[src/rtl/alu4_pkg.sv]
// Shared types for the ALU result stage: handshake state encoding and the
// record stored in each buffer slot.
package alu4_pkg;

   localparam int ALU_WIDTH = 4;

   typedef enum logic [1:0] {
      EMPTY = 2'd0,
      ONE   = 2'd1,
      FULL  = 2'd2
   } state_t;

   typedef struct packed {
      logic [ALU_WIDTH-1:0] result;
      logic                 carry;
      logic                 zero;
   } slot_t;

endpackage

[src/rtl/alu_slot.sv]
// One buffer slot: a load-enabled register holding a result record,
// cleared by synchronous reset.
module alu_slot
   import alu4_pkg::*;
#(
   parameter type T = slot_t
) (
   input  logic clk,
   input  logic rst,
   input  logic load,
   input  T     d,
   output T     q
);

   always_ff @(posedge clk) begin
      if (rst) begin
         q <= '0;
      end else if (load) begin
         q <= d;
      end
   end

endmodule

[src/rtl/alu_result_stage.sv]
// Two-entry skid buffer between the ALU and its consumer; in_ready is
// registered so the upstream never sees a combinational path from out_ready.
module alu_result_stage
   import alu4_pkg::*;
#(
   parameter int WIDTH = ALU_WIDTH,
   parameter int CNT_W = 8
) (
   input  logic             clk,
   input  logic             rst,
   input  logic             in_valid,
   output logic             in_ready,
   input  logic [WIDTH-1:0] in_result,
   input  logic             in_carry,
   output logic             out_valid,
   input  logic             out_ready,
   output logic [WIDTH-1:0] out_result,
   output logic             out_carry,
   output logic             out_zero,
   output logic [CNT_W-1:0] xfer_cnt
);

   typedef struct packed {
      logic [WIDTH-1:0] result;
      logic             carry;
      logic             zero;
   } rec_t;

   state_t           state_q;
   state_t           state_nxt;
   logic             in_ready_q;
   logic             out_valid_q;
   logic [CNT_W-1:0] cnt_q;
   logic             in_xfer;
   logic             out_xfer;
   logic             main_load;
   logic             skid_load;
   rec_t             in_rec;
   rec_t             main_d;
   rec_t             main_q;
   rec_t             skid_q;

   assign in_xfer  = in_valid && in_ready_q;
   assign out_xfer = out_valid_q && out_ready;

   // Zero flag is captured with the data so the output side needs no compare.
   assign in_rec.result = in_result;
   assign in_rec.carry  = in_carry;
   assign in_rec.zero   = (in_result == '0);

   always_comb begin
      state_nxt = state_q;
      main_load = 1'b0;
      skid_load = 1'b0;
      main_d    = in_rec;
      case (state_q)
         EMPTY: begin
            if (in_xfer) begin
               state_nxt = ONE;
               main_load = 1'b1;
            end
         end
         ONE: begin
            if (in_xfer && out_xfer) begin
               main_load = 1'b1;
            end else if (in_xfer) begin
               state_nxt = FULL;
               skid_load = 1'b1;
            end else if (out_xfer) begin
               state_nxt = EMPTY;
            end
         end
         FULL: begin
            if (out_xfer) begin
               state_nxt = ONE;
               main_load = 1'b1;
               main_d    = skid_q;
            end
         end
         default: state_nxt = EMPTY;
      endcase
   end

   always_ff @(posedge clk) begin
      if (rst) begin
         state_q     <= EMPTY;
         in_ready_q  <= 1'b1;
         out_valid_q <= 1'b0;
         cnt_q       <= '0;
      end else begin
         state_q     <= state_nxt;
         in_ready_q  <= (state_nxt != FULL);
         out_valid_q <= (state_nxt != EMPTY);
         if (out_xfer) begin
            cnt_q <= cnt_q + CNT_W'(1);
         end
      end
   end

   alu_slot #(.T(rec_t)) u_main (
      .clk  (clk),
      .rst  (rst),
      .load (main_load),
      .d    (main_d),
      .q    (main_q)
   );

   alu_slot #(.T(rec_t)) u_skid (
      .clk  (clk),
      .rst  (rst),
      .load (skid_load),
      .d    (in_rec),
      .q    (skid_q)
   );

   assign in_ready   = in_ready_q;
   assign out_valid  = out_valid_q;
   assign out_result = main_q.result;
   assign out_carry  = main_q.carry;
   assign out_zero   = main_q.zero;
   assign xfer_cnt   = cnt_q;

endmodule
[config.mk]
export PLATFORM = sky130hd
export DESIGN_NAME = alu_result_stage
export DESIGN_NICKNAME = d
export VERILOG_FILES = /design/src/rtl/alu4_pkg.sv /design/src/rtl/alu_slot.sv /design/src/rtl/alu_result_stage.sv
export SDC_FILE = /design/constraint.sdc
export NUM_CORES = 1
export LEC_CHECK = 0
export BUFFER_PORTS_ARGS = -buffer_cell sky130_fd_sc_hd__buf_4
export CAP_MARGIN = 20
export CORE_MARGIN = 3
export CORE_UTILIZATION = 49
export CTS_BUF_LIST = sky130_fd_sc_hd__clkbuf_4
export CTS_CLUSTER_DIAMETER = 120
export DETAILED_ROUTE_END_ITERATION = 10
export PLACE_DENSITY = 0.83
export RECOVER_POWER = 100
export REMOVE_ABC_BUFFERS = 1
export SETUP_SLACK_MARGIN = 0.15
export SYNTH_ARGS = -nofsm -noshare
export SYNTH_HDL_FRONTEND = slang
export SYNTH_SLANG_ARGS = --single-unit
[constraint.sdc]
create_clock -name clk -period 1.9 [get_ports clk]
set_clock_uncertainty 0.2 [all_clocks]
set_input_delay 0.19 -clock clk [delete_from_list [all_inputs] [get_ports clk]]
set_output_delay 0.19 -clock clk [all_outputs]
set_load 0.005 [all_outputs]
# After elaboration in Yosys (flattened, before gate mapping)
# Index checks and enable logic that the tools add are counted.
# op_classes
add_sub_neg,1
n_eq_ne,3
muxes,14
reduce_logical,6
# op_table
operator,count
$mux W6,2
$mux W2,5
$add A8 B1 Y8 const B,1
$pmux W2 S3,1
$mux W1,5
$logic_not A4 Y1,1
$logic_and A1 B1 Y1,3
$pmux W1 S3,1
$eq A2 B1 Y1 const B,1
$eq A2 B2 Y1 const B,1
$logic_not A2 Y1,1
$ne A2 B2 Y1 const B,1
$reduce_bool A2 Y1,1
# word_totals
ff_bits,24
in_bits,9
out_inout_bits,16
wordCells,34

# Depth between registers and ports, before layout
# logic_depth
ltp_word,6
ltp_mapped,7
ltp_nobuf,4

# Modules after synthesis
# A second synthesis with hierarchy kept.
# hier_totals
cells_unflattened,110
hier_area_um2,1063.5
# modules_own_cells
mod,n_inst,cells_each,area_per_inst_um2,seq_area_each_um2
alu_result_stage,1,72,635.6,240.2
alu_slot,2,19,214.0,120.1

# Worst setup path before layout
# Ideal clock, no wire load.
# synth_timing
kind,flip-flop to flip-flop
start,"register out_valid_q, in the netlist out_valid"
end,"register in_ready_q, in the netlist in_ready"
setup_time_ps,127
arrival_ps,1552
t_required_ps,1573
setup_slack_ps,20
path_stages_with_launch,6
n_path_buf,2
synth_period_minus_slack_ps,1880
path_cell_list,dfxtp_1 and2_4 buf_6 or4b_4 buf_6 a221o_1
# synth_via
elab_chain_len,6
elab_cells_between_ends,8
classes_between,1 x eq/ne; 5 x mux; 2 x reduce/logical
# synth_rtl
element,line_no,text
start: declaration,alu_result_stage.sv:32,logic out_valid_q;
start signal: assignment,alu_result_stage.sv:93,out_valid_q <= (state_nxt != EMPTY);
$logic_and A1 B1 Y1 (*),alu_result_stage.sv:44,assign out_xfer = out_valid_q && out_ready;
$mux W2,alu_result_stage.sv:69,end else if (out_xfer) begin
$mux W2,alu_result_stage.sv:66,end else if (in_xfer) begin
$mux W2,alu_result_stage.sv:64,if (in_xfer && out_xfer) begin
$pmux W2 S3 (*),alu_result_stage.sv:56,case (state_q)
$ne A2 B2 Y1 (*),alu_result_stage.sv:92,in_ready_q <= (state_nxt != FULL);
end signal: assignment,alu_result_stage.sv:92,
end: declaration,alu_result_stage.sv:31,logic in_ready_q;
# Mark *: on every way between the ends. The rest lies on a longest branch, timed or not.
# A chain may end at the register's enable or synchronous reset.

# Final worst setup path
# layout_timing
start,"register out_valid_q, in the netlist out_valid"
end,register u_skid.q[4] in the netlist's numbering
# layout_via
elab_chain_len,4
# layout_rtl
element,line_no,text
$logic_and A1 B1 Y1,alu_result_stage.sv:44,
$logic_and A1 B1 Y1,alu_result_stage.sv:64,
$mux W1,alu_result_stage.sv:64,
$mux W1,alu_result_stage.sv:56,
end signal: assignment,alu_slot.sv:17,q <= '0;
end signal: assignment,alu_slot.sv:19,q <= d;
end: declaration,alu_slot.sv:12,output T q
# Every way passes these cells.

==> summary by stage <==
Route
Using the TritonRoute via totals, the vias-per-cell ratio works out to around 5.2. In the final routed layout, each cell accounts on average for 12.8 um. The number of nets still failing antenna checks after routing is 0. Detailed routing inserted a total of roughly 840 vias. The first-iteration detailed-routing DRC count is 10. Wires add up to between 2000 and 2500 um.

The residual DRC count is 0. For this run, the detailed router's first-pass iteration total came to 4.

Logic synthesis
After Yosys synthesis, XOR and XNOR cells account for ~6.0% of the synthesized area. The number of standard cells after synthesis is 105. By area, the combinational part of the netlist is dominated by simple AND/OR/NAND/NOR gates. The average cell area after synthesis is 9.78 um^2. The synthesis warning total is 0.

The netlist area before placement is about 1000 um^2. The adder-cell area share of the yosys netlist is 1.22%. For this run, the register share of the synthesized area comes to 46.8%.

The register bit count reported by yosys is 24. In the synthesized netlist, mux cells make up about an eighth of the area. The synthesized netlist devotes 19.4% of its cell area to simple gates. The number of different library cells used by synthesis comes to 28. The share of the synthesized area in compound gates (AO/OA/AOI/OAI) is 8.65%.

STA
The total negative slack is 0 ns. The routed design could run at a clock period as short as 1.74 ns. At the pin with the least slew margin, the transition time is 0.476 ns. In this run the tightest slew margin relative to its limit is 68.2%. Derived from the worst setup path, the maximum achievable clock frequency is 0.576 GHz.

The number of max-slew violations in the final report was 0. Setup violations remaining at the end of the flow were counted as 0. Setup repair after global routing left no endpoint under its margin. In the post-route analysis, the smallest setup slack over all paths is 0.163 ns.

The share of the clock period used by the worst path is 91.4%. The number of hold violations in the final report is 0.

Worst setup path
STA classifies the critical path startpoint as a flip-flop. The element type at the critical path end is a flip-flop. The cell at the slowest stage of the critical path is or4b_4. Along the worst path, the maximum fanout reaches 4. The data arrival time of the critical path is approximately 1.8 ns. The kind of cell with the highest combined delay along the critical path is simple AND/OR/NAND/NOR gates. Together, buffers and inverters on the worst path number 1. The stage delay of the slowest cell on the critical path is 0.53 ns. The data required time at the worst endpoint is roughly 1.9 ns. The critical path goes through and2_0 -> or4b_4 -> clkbuf_2 -> mux2i_1 -> nor2_1. The setup path with the least slack is of type flip-flop to flip-flop.

Clock tree
The TritonCTS clock tree is built. The total CTS buffers is 3. CTS built an H-tree with a depth of 1. The later pin in the worst-skew pair is clocked with a latency of 0.31 ns. Clock-pin slew was measured on the worst setup and hold paths at about 0.14 ns. The clock root buffer is clkbuf_4. The clock drives 24 sinks. The clock passes through at most 2 buffers.

Place
OpenSTA, run right after detailed placement, puts the worst setup slack at 0.0901 ns. In this run the tool buffered the top-level ports with 24 buffer cells. The detailed-placement wirelength estimate is 1380 um.

At the end of routability-driven placement, the weighted congestion stood at 0.761.

Layout
For this run, the post-layout net count is 149. In the layout the commonest cells are 24 x dfxtp_1, 20 x nor2_1, 18 x clkbuf_4, 12 x mux2i_1, 11 x buf_4. Of the cells placed in the final design, the portion with a size suffix greater than 1 is a little under a quarter.

Leaving out fill and tap cells, the most frequent cell in the layout is dfxtp_1. The signed area change from the synthesized netlist to the final layout is 29.5%. 0 antenna diodes ended up in the layout.

Outcome
The run finished with clean final reports.

Floorplanning
25 I/O pins were placed. In this run the core area contains 15 standard-cell rows. The die covers 2680 um^2. From left edge to right edge, the die measures 51.8 um. The core footprint is around 1900 um^2.

The die height is slightly above 50 um. Once the floorplan was initialized, standard cells occupied 55.3% of the core.

GRT
Entering global routing, the biggest net connects 24 pins. The global-route wire length before repair is 3380 um. The initial antenna violation count is 0. The aggregate global routing overflow is 0.

The global-route usage over all layers is 17.2%. The via count of the first global-routing pass is a little over 700.

Power
The peak ir drop on the vdd network is 0.629 mV. The power density normalized to cell area is 836 nW/um^2. Sequential cells account for between 50% and 60% of the total power. Cell internal power was estimated by the tool at 0.849 mW. Net switching is 23.6% of the power. The leakage power figure is 0.634 nW. The switching power summed over all nets is 0.263 mW. The portion of total power attributed to combinational logic is between 15 and 20%. The clock power share is 33.1%.

Run
The reported max-cap violation count is 0.

Hold path
The tightest min-delay check is of the input pin to flip-flop type.
power groups by stage:
stage	Combinational [mW]	Clock, mW	Sequential (mW)
2_1_floorplan	0.0834	0	0.573
3_3_place_gp	0.157	0	0.573
6_report	0.180	0.368	0.564
3_5_place_dp	0.160	0	0.575
5_1_grt	0.198	0.396	0.569
4_1_cts	0.180	0.381	0.564
what timing repair did:
action,CTS,global route
pin swaps,2,2
hold endpoints to repair,20,0
setup buffers,3,2
gates resized for setup,0,5
hold buffers,6,0
setup endpoints to repair,8,8
final timing paths:
check              start          end  slack, ns  cells after the start
max            out_valid  u_skid.q[4]       0.16                      5
min            out_ready  xfer_cnt[1]       0.05                      4
max reg2reg    out_valid  u_skid.q[4]       0.16                      5
min reg2reg  u_main.q[3]  u_main.q[3]       0.31                      2
cell usage after synthesis:
cell type	n	area share (%)
a211oi_1	6	4.4
a21boi_0	1	0.73
a21o_1	1	0.73
a21oi_1	1	0.49
a221o_1	1	0.97
a31oi_1	1	0.61
and2_4	1	0.85
and3_1	2	1.2
buf_2	2	0.97
buf_6	2	2.2
clkbuf_1	2	0.73
clkdlybuf4s18_2	1	0.97
dfxtp_1	24	47
ha_1	1	1.2
inv_1	1	0.37
mux2_2	1	1.1
mux2i_1	12	12
nand2_1	7	2.6
nand3_1	1	0.49
nand4_1	5	3.0
nand4b_1	1	0.85
nand4bb_1	1	1.1
nor2_1	20	7.3
nor4_1	1	0.61
o211ai_1	1	0.73
or4b_4	1	1.3
xnor2_1	1	0.85
xor2_1	6	5.1
state kept, by name, indices dropped and copies added, names as in the netlist:
register,cells
in_ready,1
out_valid,1
state_q,2
u_main.q,6
u_skid.q,6
xfer_cnt,8
worst min-delay path: stages:
cell and delay (ns):
buf_4 0.10, nand2_1 0.09, nand2_1 0.08, a21oi_1 0.07
metal layers:
| metal | vias up | track usage (%) | share of wire (%) | wire length (um) |
|---|---|---|---|---|
| met3 | 4 | 4.01 | 5.0 | 104 |
| li1 | 436 | - | - | - |
| met1 | 377 | 23.4 | 46 | 960 |
| met5 | - | 0 | 0 | 0 |
| met4 | 0 | 9.17 | 1.7 | 36 |
| met2 | 25 | 25.0 | 47 | 979 |
cells by family (layout without fill, tap and decap cells):
family	count (synthesis)	after routing
AOI/OAI and AO/OA	12	12
xor gates and xnor gates	7	7
adders and majority gates	1	1
buffers and inverters	8	41
DFF	24	24
muxes	13	13
and+or+nand+nor	40	40
final cells by class:
| type | instances | area, um^2 |
|---|---|---|
| Fill cell | 150 | 528 |
| Multi-Input combinational cell | 73 | 490 |
| Sequential cell | 24 | 480 |
| Timing Repair Buffer | 36 | 272 |
| Tap cell | 25 | 31.3 |
| Clock inverter | 1 | 30.0 |
| Clock buffer | 3 | 22.5 |
| Inverter | 1 | 3.75 |
stage by stage:
| step | total power [mW] | hold slack, ns | utilization [%] | area (um^2) | cells |
|---|---|---|---|---|---|
| 4_1_cts | 1.13 | 0.0308 | 71.6 | 1330 | 161 |
| 3_5_place_dp | 0.736 | 0.240 | 64.4 | 1200 | 148 |
| 3_3_place_gp | 0.730 | 0.233 | 64.4 | 1200 | 148 |
| 6_report | 1.11 | 0.0547 | 71.6 | 1330 | 163 |
| 5_1_grt | 1.16 | 0.0531 | 71.6 | 1330 | 163 |
| 2_1_floorplan | 0.656 | 0.0591 | - | 977 | 98 |
No activity file was read; power rests on OpenSTA's default activity.
